**src/rtl/gcd_operand_sequencer_if.sv**
```systemverilog
// gcd_operand_sequencer_if: groups the signals around the operand sequencer.
// These are the operand-pair input port, the GCD core bus, the result output
// port and the status outputs.
// The master side is the sequencer itself; the slave side is its environment
// (producer, GCD core and consumer).
interface gcd_operand_sequencer_if #(
    parameter int W     = 8,
    parameter int DEPTH = 4
);
    localparam int CW = $clog2(DEPTH + 1);

    logic          in_valid;
    logic          in_ready;
    logic [W-1:0]  in_a;
    logic [W-1:0]  in_b;
    logic          gcd_start;
    logic [W-1:0]  gcd_data;
    logic [W-1:0]  gcd_result;
    logic          gcd_done;
    logic          out_valid;
    logic          out_ready;
    logic [W-1:0]  out_result;
    logic          out_err;
    logic          busy;
    logic [CW-1:0] fifo_count;

    modport master (
        input  in_valid, in_a, in_b, gcd_result, gcd_done, out_ready,
        output in_ready, gcd_start, gcd_data, out_valid, out_result, out_err,
               busy, fifo_count
    );

    modport slave (
        output in_valid, in_a, in_b, gcd_result, gcd_done, out_ready,
        input  in_ready, gcd_start, gcd_data, out_valid, out_result, out_err,
               busy, fifo_count
    );
endinterface

```
**src/rtl/gcd_operand_sequencer.sv**
```systemverilog
// gcd_operand_sequencer: buffers operand pairs in a small FIFO.
// Each pair is serialised onto the GCD core bus (A then B under start), and the
// sequencer then waits for done under a timeout.
// The result, or an error on timeout, is held on a valid/ready output.
// Pairs with a zero operand bypass the core entirely.
module gcd_operand_sequencer #(
    parameter int W       = 8,
    parameter int DEPTH   = 4,
    parameter int TIMEOUT = 256
) (
    input  logic                   clk,
    input  logic                   rst_n,
    gcd_operand_sequencer_if.master bus
);
    localparam int PW = (DEPTH > 1) ? $clog2(DEPTH) : 1;
    localparam int CW = $clog2(DEPTH + 1);
    localparam int TW = (TIMEOUT > 2) ? $clog2(TIMEOUT) : 1;

    localparam logic [CW-1:0] FULL_COUNT = CW'(DEPTH);
    localparam logic [TW-1:0] TIMER_LAST = TW'(TIMEOUT - 1);

    localparam logic [1:0] S_IDLE   = 2'd0;
    localparam logic [1:0] S_LOAD_A = 2'd1;
    localparam logic [1:0] S_LOAD_B = 2'd2;
    localparam logic [1:0] S_WAIT   = 2'd3;

    logic [1:0]    r_state;
    logic [W-1:0]  r_mem_a [DEPTH];
    logic [W-1:0]  r_mem_b [DEPTH];
    logic [PW-1:0] r_wr_ptr;
    logic [PW-1:0] r_rd_ptr;
    logic [CW-1:0] r_count;
    logic [W-1:0]  r_op_a;
    logic [W-1:0]  r_op_b;
    logic [TW-1:0] r_timer;
    logic          r_out_valid;
    logic          r_out_err;
    logic [W-1:0]  r_out_result;

    logic          w_in_ready;
    logic          w_push;
    logic          w_pop;
    logic [W-1:0]  w_head_a;
    logic [W-1:0]  w_head_b;
    logic          w_head_bypass;

    // in_ready depends only on the registered count, so there is no path from in_valid.
    assign w_in_ready    = (r_count < FULL_COUNT);
    assign w_push        = bus.in_valid && w_in_ready;
    // A new job is only taken once the previous result has been handed off.
    assign w_pop         = (r_state == S_IDLE) && (r_count != '0) && !r_out_valid;
    assign w_head_a      = r_mem_a[r_rd_ptr];
    assign w_head_b      = r_mem_b[r_rd_ptr];
    assign w_head_bypass = (w_head_a == '0) || (w_head_b == '0);

    assign bus.in_ready   = w_in_ready;
    assign bus.gcd_start  = (r_state == S_LOAD_A) || (r_state == S_LOAD_B);
    assign bus.gcd_data   = (r_state == S_LOAD_A) ? r_op_a : r_op_b;
    assign bus.out_valid  = r_out_valid;
    assign bus.out_result = r_out_result;
    assign bus.out_err    = r_out_err;
    assign bus.busy       = (r_state != S_IDLE);
    assign bus.fifo_count = r_count;

    // Pair storage; the pointers and count alone define which entries are live, so no reset.
    always_ff @(posedge clk) begin
        if (w_push) begin
            r_mem_a[r_wr_ptr] <= bus.in_a;
            r_mem_b[r_wr_ptr] <= bus.in_b;
        end
    end

    // FIFO pointers wrap naturally at DEPTH; a simultaneous push and pop leaves the count as is.
    always_ff @(posedge clk or negedge rst_n) begin
        if (!rst_n) begin
            r_wr_ptr <= '0;
            r_rd_ptr <= '0;
            r_count  <= '0;
        end else begin
            if (w_push) begin
                r_wr_ptr <= PW'(r_wr_ptr + 1'b1);
            end
            if (w_pop) begin
                r_rd_ptr <= PW'(r_rd_ptr + 1'b1);
            end
            case ({w_push, w_pop})
                2'b10:   r_count <= CW'(r_count + 1'b1);
                2'b01:   r_count <= CW'(r_count - 1'b1);
                default: r_count <= r_count;
            endcase
        end
    end

    // Job sequencing and result register: pop, bypass or load A/B, then wait for done or time out.
    always_ff @(posedge clk or negedge rst_n) begin
        if (!rst_n) begin
            r_state      <= S_IDLE;
            r_op_a       <= '0;
            r_op_b       <= '0;
            r_timer      <= '0;
            r_out_valid  <= 1'b0;
            r_out_err    <= 1'b0;
            r_out_result <= '0;
        end else begin
            if (r_out_valid && bus.out_ready) begin
                r_out_valid <= 1'b0;
            end
            case (r_state)
                S_IDLE: begin
                    if (w_pop) begin
                        r_op_a <= w_head_a;
                        r_op_b <= w_head_b;
                        if (w_head_bypass) begin
                            r_out_valid  <= 1'b1;
                            r_out_err    <= 1'b0;
                            r_out_result <= (w_head_a != '0) ? w_head_a : w_head_b;
                        end else begin
                            r_state <= S_LOAD_A;
                        end
                    end
                end
                S_LOAD_A: begin
                    r_state <= S_LOAD_B;
                end
                S_LOAD_B: begin
                    r_state <= S_WAIT;
                    r_timer <= '0;
                end
                S_WAIT: begin
                    if (bus.gcd_done) begin
                        r_out_valid  <= 1'b1;
                        r_out_err    <= 1'b0;
                        r_out_result <= bus.gcd_result;
                        r_state      <= S_IDLE;
                    end else if (r_timer == TIMER_LAST) begin
                        r_out_valid  <= 1'b1;
                        r_out_err    <= 1'b1;
                        r_out_result <= '0;
                        r_state      <= S_IDLE;
                    end else begin
                        r_timer <= TW'(r_timer + 1'b1);
                    end
                end
                default: begin
                    r_state <= S_IDLE;
                end
            endcase
        end
    end
endmodule

```
**src/flat_wrapper.sv**
```systemverilog
// flat-port wrapper written by rule: the top's interface ports become plain ports
module gcd_operand_sequencer_flat 
#(
    parameter int W       = 8,
    parameter int DEPTH   = 4,
    parameter int TIMEOUT = 256
)
  (clk, rst_n, bus_in_valid, bus_in_a, bus_in_b, bus_gcd_result, bus_gcd_done, bus_out_ready, bus_in_ready, bus_gcd_start, bus_gcd_data, bus_out_valid, bus_out_result, bus_out_err, bus_busy, bus_fifo_count);
  gcd_operand_sequencer_if #(.W(W), .DEPTH(DEPTH)) bus_i ();
  input  logic clk;
  input  logic rst_n;
  input wire logic [$bits(bus_i.in_valid)-1:0] bus_in_valid;
  input wire logic [$bits(bus_i.in_a)-1:0] bus_in_a;
  input wire logic [$bits(bus_i.in_b)-1:0] bus_in_b;
  input wire logic [$bits(bus_i.gcd_result)-1:0] bus_gcd_result;
  input wire logic [$bits(bus_i.gcd_done)-1:0] bus_gcd_done;
  input wire logic [$bits(bus_i.out_ready)-1:0] bus_out_ready;
  output wire logic [$bits(bus_i.in_ready)-1:0] bus_in_ready;
  output wire logic [$bits(bus_i.gcd_start)-1:0] bus_gcd_start;
  output wire logic [$bits(bus_i.gcd_data)-1:0] bus_gcd_data;
  output wire logic [$bits(bus_i.out_valid)-1:0] bus_out_valid;
  output wire logic [$bits(bus_i.out_result)-1:0] bus_out_result;
  output wire logic [$bits(bus_i.out_err)-1:0] bus_out_err;
  output wire logic [$bits(bus_i.busy)-1:0] bus_busy;
  output wire logic [$bits(bus_i.fifo_count)-1:0] bus_fifo_count;
  assign bus_i.in_valid = bus_in_valid;
  assign bus_i.in_a = bus_in_a;
  assign bus_i.in_b = bus_in_b;
  assign bus_i.gcd_result = bus_gcd_result;
  assign bus_i.gcd_done = bus_gcd_done;
  assign bus_i.out_ready = bus_out_ready;
  assign bus_in_ready = bus_i.in_ready;
  assign bus_gcd_start = bus_i.gcd_start;
  assign bus_gcd_data = bus_i.gcd_data;
  assign bus_out_valid = bus_i.out_valid;
  assign bus_out_result = bus_i.out_result;
  assign bus_out_err = bus_i.out_err;
  assign bus_busy = bus_i.busy;
  assign bus_fifo_count = bus_i.fifo_count;
  gcd_operand_sequencer #(.W(W), .DEPTH(DEPTH), .TIMEOUT(TIMEOUT)) u_core (.clk(clk), .rst_n(rst_n), .bus(bus_i));
endmodule
```
**config.mk**
```make
export PLATFORM = sky130hd
export DESIGN_NAME = gcd_operand_sequencer_flat
export DESIGN_NICKNAME = d
export VERILOG_FILES = /design/src/rtl/gcd_operand_sequencer_if.sv /design/src/rtl/gcd_operand_sequencer.sv /design/src/flat_wrapper.sv
export SDC_FILE = /design/constraint.sdc
export NUM_CORES = 1
export LEC_CHECK = 0
export ABC_CLOCK_PERIOD_IN_PS = 4800
export CORE_MARGIN = 5
export CORE_UTILIZATION = 60
export CTS_CLUSTER_DIAMETER = 60
export CTS_CLUSTER_SIZE = 24
export DETAILED_ROUTE_END_ITERATION = 16
export MAX_ROUTING_LAYER = met4
export PLACE_DENSITY = 0.85
export SLEW_MARGIN = 0
export SYNTH_ARGS = -nofsm -noshare
export SYNTH_HDL_FRONTEND = slang
export SYNTH_SLANG_ARGS = --single-unit
```
**constraint.sdc**
```tcl
create_clock -name clk -period 4.8 [get_ports clk]
set_input_delay 1.44 -clock clk [delete_from_list [all_inputs] [get_ports clk]]
set_output_delay 1.44 -clock clk [all_outputs]
set_load 0.005 [all_outputs]
```
# Yosys cells after proc, flatten, opt, wreduce, memory -nomap -nowiden
# Memory sizes are Yosys's and may differ from the RTL's.
# Index checks and enable logic that the tools add are counted.
[classes]
addsub = 5
n_mul = 0
div = 0
n_lt_le_gt_ge = 1
n_eq_ne = 12
shift = 0
muxes = 29
bitwise = 0
n_reduce_logical = 20
[ops]
columns = ["cell", "count"]
rows = [
  ["8-bit two-way mux", 8],
  ["8-bit case mux with 2 select lines", 2],
  ["8-bit logical NOT", 2],
  ["1-bit two-way mux", 11],
  ["8-bit by 1-bit adder with 8-bit output, second input constant", 1],
  ["8-bit == test, second input constant", 1],
  ["2-bit two-way mux", 4],
  ["2-bit case mux with 4 select lines", 1],
  ["2-bit nonzero test", 4],
  ["8-bit nonzero test", 1],
  ["2-bit == test, second input constant", 3],
  ["2-bit != test, second input constant", 3],
  ["3-bit case mux with 2 select lines", 1],
  ["3-bit AND reduction", 2],
  ["2-bit by 1-bit adder with 2-bit output, second input constant", 2],
  ["2-bit by 1-bit == test with 1-bit output, second input constant", 2],
  ["1-bit logical AND", 4],
  ["2-bit by 1-bit != test with 1-bit output, second input constant", 2],
  ["1-bit case mux with 2 select lines", 2],
  ["4-bit AND reduction", 1],
  ["3-bit by 1-bit adder with 3-bit output, second input constant", 1],
  ["3-bit < comparator, second input constant", 1],
  ["3-bit by 2-bit != test with 1-bit output, second input constant", 1],
  ["3-bit nonzero test", 1],
  ["other kinds (5)", 6],
]
[totals]
regBits = 43
latchBits = 0
ramBits = 64
rom_bits = 0
input_bits = 29
out_inout_bits = 24
wordCells = 79
memories = 2
[memory_table]
columns = ["memory", "depth", "width", "rd", "rd_clocked_by_memory_dff", "wr", "line_no", "text"]
rows = [
  ["u_core.r_mem_a", 4, 8, 1, 0, 1, "gcd_operand_sequencer.sv:28", "logic [W-1:0] r_mem_a [DEPTH];"],
  ["u_core.r_mem_b", 4, 8, 1, 0, 1, "gcd_operand_sequencer.sv:29", "logic [W-1:0] r_mem_b [DEPTH];"],
]

# Logic depth before layout (Yosys ltp)
# An unclocked memory read counts as a cell.
[depth]
ltp_word = 6
mapped_depth = 12
ltp_nobuf = 10

# Worst setup path after synthesis
# No wires, ideal clock.
[synth_timing]
kind = "register to register"
startpoint = "reg u_core.r_rd_ptr[1]"
endpoint = "reg u_core.r_out_err (netlist: u_core.bus.out_err)"
setup_time_ps = 125
t_arrival_ps = 2844
required_time_ps = 4675
setup_slack_ps = 1831
path_stages_with_launch = 9
n_path_buf = 2
period_less_slack_ps = 2969
path_cell_list = "dfrtp_1 buf_2 clkbuf_1 mux4_2 or4_4 nor2_4 o21ai_2 a211oi_4 mux2_4"
[synth_between]
elab_chain_len = 5
word_cells_on_any_way = 7
cone_classes = "eq/ne (1); reduce/logical (4); memory (2)"
[synth_lines]
columns = ["item", "line_no", "text"]
rows = [
  ["start, declared", "gcd_operand_sequencer.sv:31", "logic [PW-1:0] r_rd_ptr;"],
  ["start signal, assigned", "gcd_operand_sequencer.sv:84", "r_rd_ptr <= PW'(r_rd_ptr + 1'b1);"],
  ["memory 4 x 8 bit, on equally long branches", "--", ""],
  ["8-bit logical NOT", "gcd_operand_sequencer.sv:54", "assign w_head_bypass = (w_head_a == '0) || (w_head_b == '0);"],
  ["1-bit logical OR (*)", "gcd_operand_sequencer.sv:54", ""],
  ["2-bit by 1-bit != test with 1-bit output (no source line) (*)", "--", ""],
  ["4-bit AND reduction (no source line) (*)", "--", ""],
  ["end signal, assigned", "gcd_operand_sequencer.sv:102", "r_out_err <= 1'b0;"],
  ["end signal, assigned", "gcd_operand_sequencer.sv:115", "r_out_err <= 1'b0;"],
  ["end signal, assigned", "gcd_operand_sequencer.sv:132", "r_out_err <= 1'b0;"],
  ["end, declared", "gcd_operand_sequencer.sv:37", "logic r_out_err;"],
]
# Every way passes the cells marked *; elsewhere a longest branch is shown, timed or not.
# A chain may end at the register's enable or synchronous reset.

# Worst setup path in the final report
[layout_timing]
startpoint = "reg u_core.r_state[1]"
endpoint = "out bus_gcd_data[7]"
[layout_between]
elab_chain_len = 2
[layout_lines]
columns = ["item", "line_no", "text"]
rows = [
  ["start, declared", "gcd_operand_sequencer.sv:27", "logic [1:0] r_state;"],
  ["start signal, assigned", "gcd_operand_sequencer.sv:97", "r_state <= S_IDLE;"],
  ["start signal, assigned", "gcd_operand_sequencer.sv:118", "r_state <= S_LOAD_A;"],
  ["start signal, assigned", "gcd_operand_sequencer.sv:123", "r_state <= S_LOAD_B;"],
  ["2-bit by 1-bit == test with 1-bit output", "gcd_operand_sequencer.sv:58", "assign bus.gcd_data = (r_state == S_LOAD_A) ? r_op_a : r_op_b;"],
  ["8-bit two-way mux", "gcd_operand_sequencer.sv:58", ""],
  ["end, declared", "flat_wrapper.sv:20", "output wire logic [$bits(bus_i.gcd_data)-1:0] bus_gcd_data;"],
]
# No other way between the ends.

==> impl_metrics.py <==
metrics = {
    "timing": {
        "rsz0062_at_grt": "false",
        "fin_tns_setup_ps": 0,
        "finalClockSkew_ps": 16.2,
        "worst_pin_slew_ps": 943,
        "fin_hold_ws_ps": 517,
        "fin_crit_ps": 3630,
        "fmax_mhz": 275,
        "post-route-period-util_pct": 75.7,
        "slew_headroom_pct": 37.1,
        "hold_viol_final": 0,
        "drv_slew": 0,
        "setup_viol": 0,
        "layout_setup_ws_ps": 1170,
    },
    "synth": {
        "ys_warn_count": 0,
        "synthFlopType": "edfxtp_1",
        "netlist_area_um2": 4640,
        "ys_seq_elements": 107,
        "ys_seq_area_share_pct": 64.6,
        "synth_cell_type_count": 38,
        "syn_inst": 285,
        "async_flop_share_pct": 40.2,
        "syn_nets": 326,
        "synth_edf_count": 64,
        "avgSynthCellArea_um2": 16.3,
    },
    "finish": {
        "final_common_cell": "edfxtp_1",
        "diodes": 0,
        "layout_common_cells": "edfxtp_1 (64), clkdlybuf4s50_1 (51), dfrtp_1 (43)",
        "area_delta_synth_final_pct": 17.2,
        "fin_nets": 379,
        "drive_above_1_share_pct": 22.2,
    },
    "clock_tree": {
        "cts_tree": "done",
        "ctsHoldBuffers": 0,
        "clock_latency_ps": 370,
        "cts_buffers": 9,
        "cts_resized": 0,
        "clockBufferDepth": 2,
        "clkSlewWorstSetupHoldPaths_ps": 110,
        "cts_root_buf": "clkbuf_8",
        "h-tree-depth": 3,
        "numClockSinks": 107,
        "cts_setup_buffers": 0,
    },
    "die": {
        "die-area_um2": 9590,
        "die_width_um": 97.9,
        "start_util_pct": 60.7,
        "rows": 32,
        "core-area_um2": 7650,
        "io-pin-count": 53,
        "die_y_um": 97.9,
    },
    "detailed_routing": {
        "drt_iter0_markers": 162,
        "vias": 2503,
        "routed_via_density": 5.62,
        "totalWireLength_um": 8370,
        "drt_first_pass_iters": 4,
        "drc": 0,
        "wire_per_inst_um": 18.8,
        "drtAntennaViolNets": 0,
    },
    "global_routing": {
        "grt_use_total_pct": 19.4,
        "antenna_found_initial": 0,
        "grt_overflow": 0,
        "grt_pass1_vias": 2628,
        "grt_max_degree": 44,
        "grt_pass1_wl_um": 14000,
    },
    "min_path": {
        "hp-class": "register to register",
    },
    "worst_setup_path": {
        "crit_path_start_kind": "register",
        "criticalPathCategory": "register to primary output",
        "regToRegSetupSlack_ps": 1200,
        "arrival_ps": 2190,
        "crit_path_end_kind": "primary output",
        "cp_data_required_time_ps": 3360,
        "path_max_fanout": 8,
    },
    "pwr": {
        "p_leak_nw": 2.01,
        "ir_worst_vdd_mv": 0.304,
        "p_per_area_nw_per_um2": 623,
    },
    "placed_design": {
        "place.gp.congestion": 0.784,
        "dp_worst_setup_slack_ps": 1140,
        "dp_hpwl_um": 6030,
        "io_buffers": 52,
    },
    "job": {
        "max-cap-violations": 0,
    },
    "run_status": {
        "outcome": "complete, no violations",
    },
}
per-stage QoR:
step | cell area (µm²) | util, % | power [mW] | std cells
finish | 5440 | 71.1 | 3.39 | 445
global route | 5440 | 71.1 | 3.60 | 445
CTS | 5440 | 71.1 | 3.42 | 445
detailed placement | 5230 | 68.3 | 2.88 | 429
global placement | 5230 | 68.3 | 2.81 | 429
floorplan | 4640 | - | 2.36 | 285
final timing paths:
path                                           startpoint                                   end  cells after the start
max                         u_core.r_state[1]$_DFFE_PN0P_                       bus_gcd_data[7]                      4
min                          u_core.r_op_a[4]$_DFFE_PN0P_          u_core.r_op_a[4]$_DFFE_PN0P_                      1
max reg2reg                u_core.r_rd_ptr[0]$_DFFE_PN0P_  u_core.bus.out_result[0]$_DFFE_PN0P_                      7
min reg2reg                  u_core.r_op_a[4]$_DFFE_PN0P_          u_core.r_op_a[4]$_DFFE_PN0P_                      1
max in group asynchronous                           rst_n         u_core.r_timer[1]$_DFFE_PN0P_                      1
min in group asynchronous                           rst_n         u_core.r_timer[3]$_DFFE_PN0P_                      1
layout make-up:
cell class                      count  area (µm²)
Sequential cell                   107        3000
Multi-Input combinational cell    154        1530
Clock buffer                        9         124
Inverter                           12        45.0
Fill cell                         499        2210
Tap cell                          102         128
Clock inverter                      7        88.8
Timing Repair Buffer               54         531
worst max-delay path: stages, from the launching register on:
cell and delay, ps:
dfrtp_1 440, inv_1 110, ha_1 410, mux2_2 410, clkdlybuf4s50_1 460
Yosys cell counts, types with 2 or more instances:
cell,count,area (µm²)
mux4_2,16,360
mux2_2,24,270
or4_4,3,33.8
xor2_1,7,61.3
a21oi_1,9,45.0
nand2_1,9,33.8
ha_1,11,138
xnor2_1,5,43.8
and2_1,6,37.5
inv_1,12,45.0
nor2b_1,6,37.5
dfrtp_1,43,1080
nand4_1,2,12.5
nor2_1,8,30.0
mux2_4,9,135
nor2_4,2,22.5
edfxtp_1,64,1920
nand3_1,11,55.1
mux2i_1,2,20.0
buf_2,2,10.0
clkbuf_1,7,26.3
o21ai_0,11,55.1
power breakdown:
part	switching (mW)	internal, mW
combinational	0.627	0.820
clock	0.336	0.211
sequential	0.166	1.23
total	1.13	2.26
kinds of logic (layout without fill, tap and decap cells):
| group | after synthesis | count (layout) | share of synthesized area (%) |
|---|---|---|---|
| AOI/OAI and AO/OA | 26 | 26 | 3.67 |
| buffers and inverters | 24 | 82 | 2.51 |
| DFF | 107 | 107 | 64.6 |
| xor gates and xnor gates | 12 | 12 | 2.27 |
| and+or+nand+nor | 52 | 52 | 6.36 |
| adders and majority gates | 12 | 12 | 3.40 |
| muxes | 52 | 52 | 17.2 |
flip-flops by register name (all words and copies together) (netlist names):
signal and flops:
u_core.r_mem_a 32, u_core.r_mem_b 32, u_core.bus.out_result 8, u_core.r_op_a 8
u_core.r_op_b 8, u_core.r_timer 8, u_core.bus.fifo_count 3, u_core.r_rd_ptr 2
u_core.r_state 2, u_core.r_wr_ptr 2, u_core.bus.out_err 1, u_core.bus.out_valid 1
metal layers:
metal,global-route usage (%),vias to the layer above,wire length [µm]
li1,-,1167,-
met1,25.8,1274,3750
met2,30.2,54,4170
met3,5.43,8,359
met4,4.26,0,85
met5,-,-,0
(Power assumes the default switching activity.)
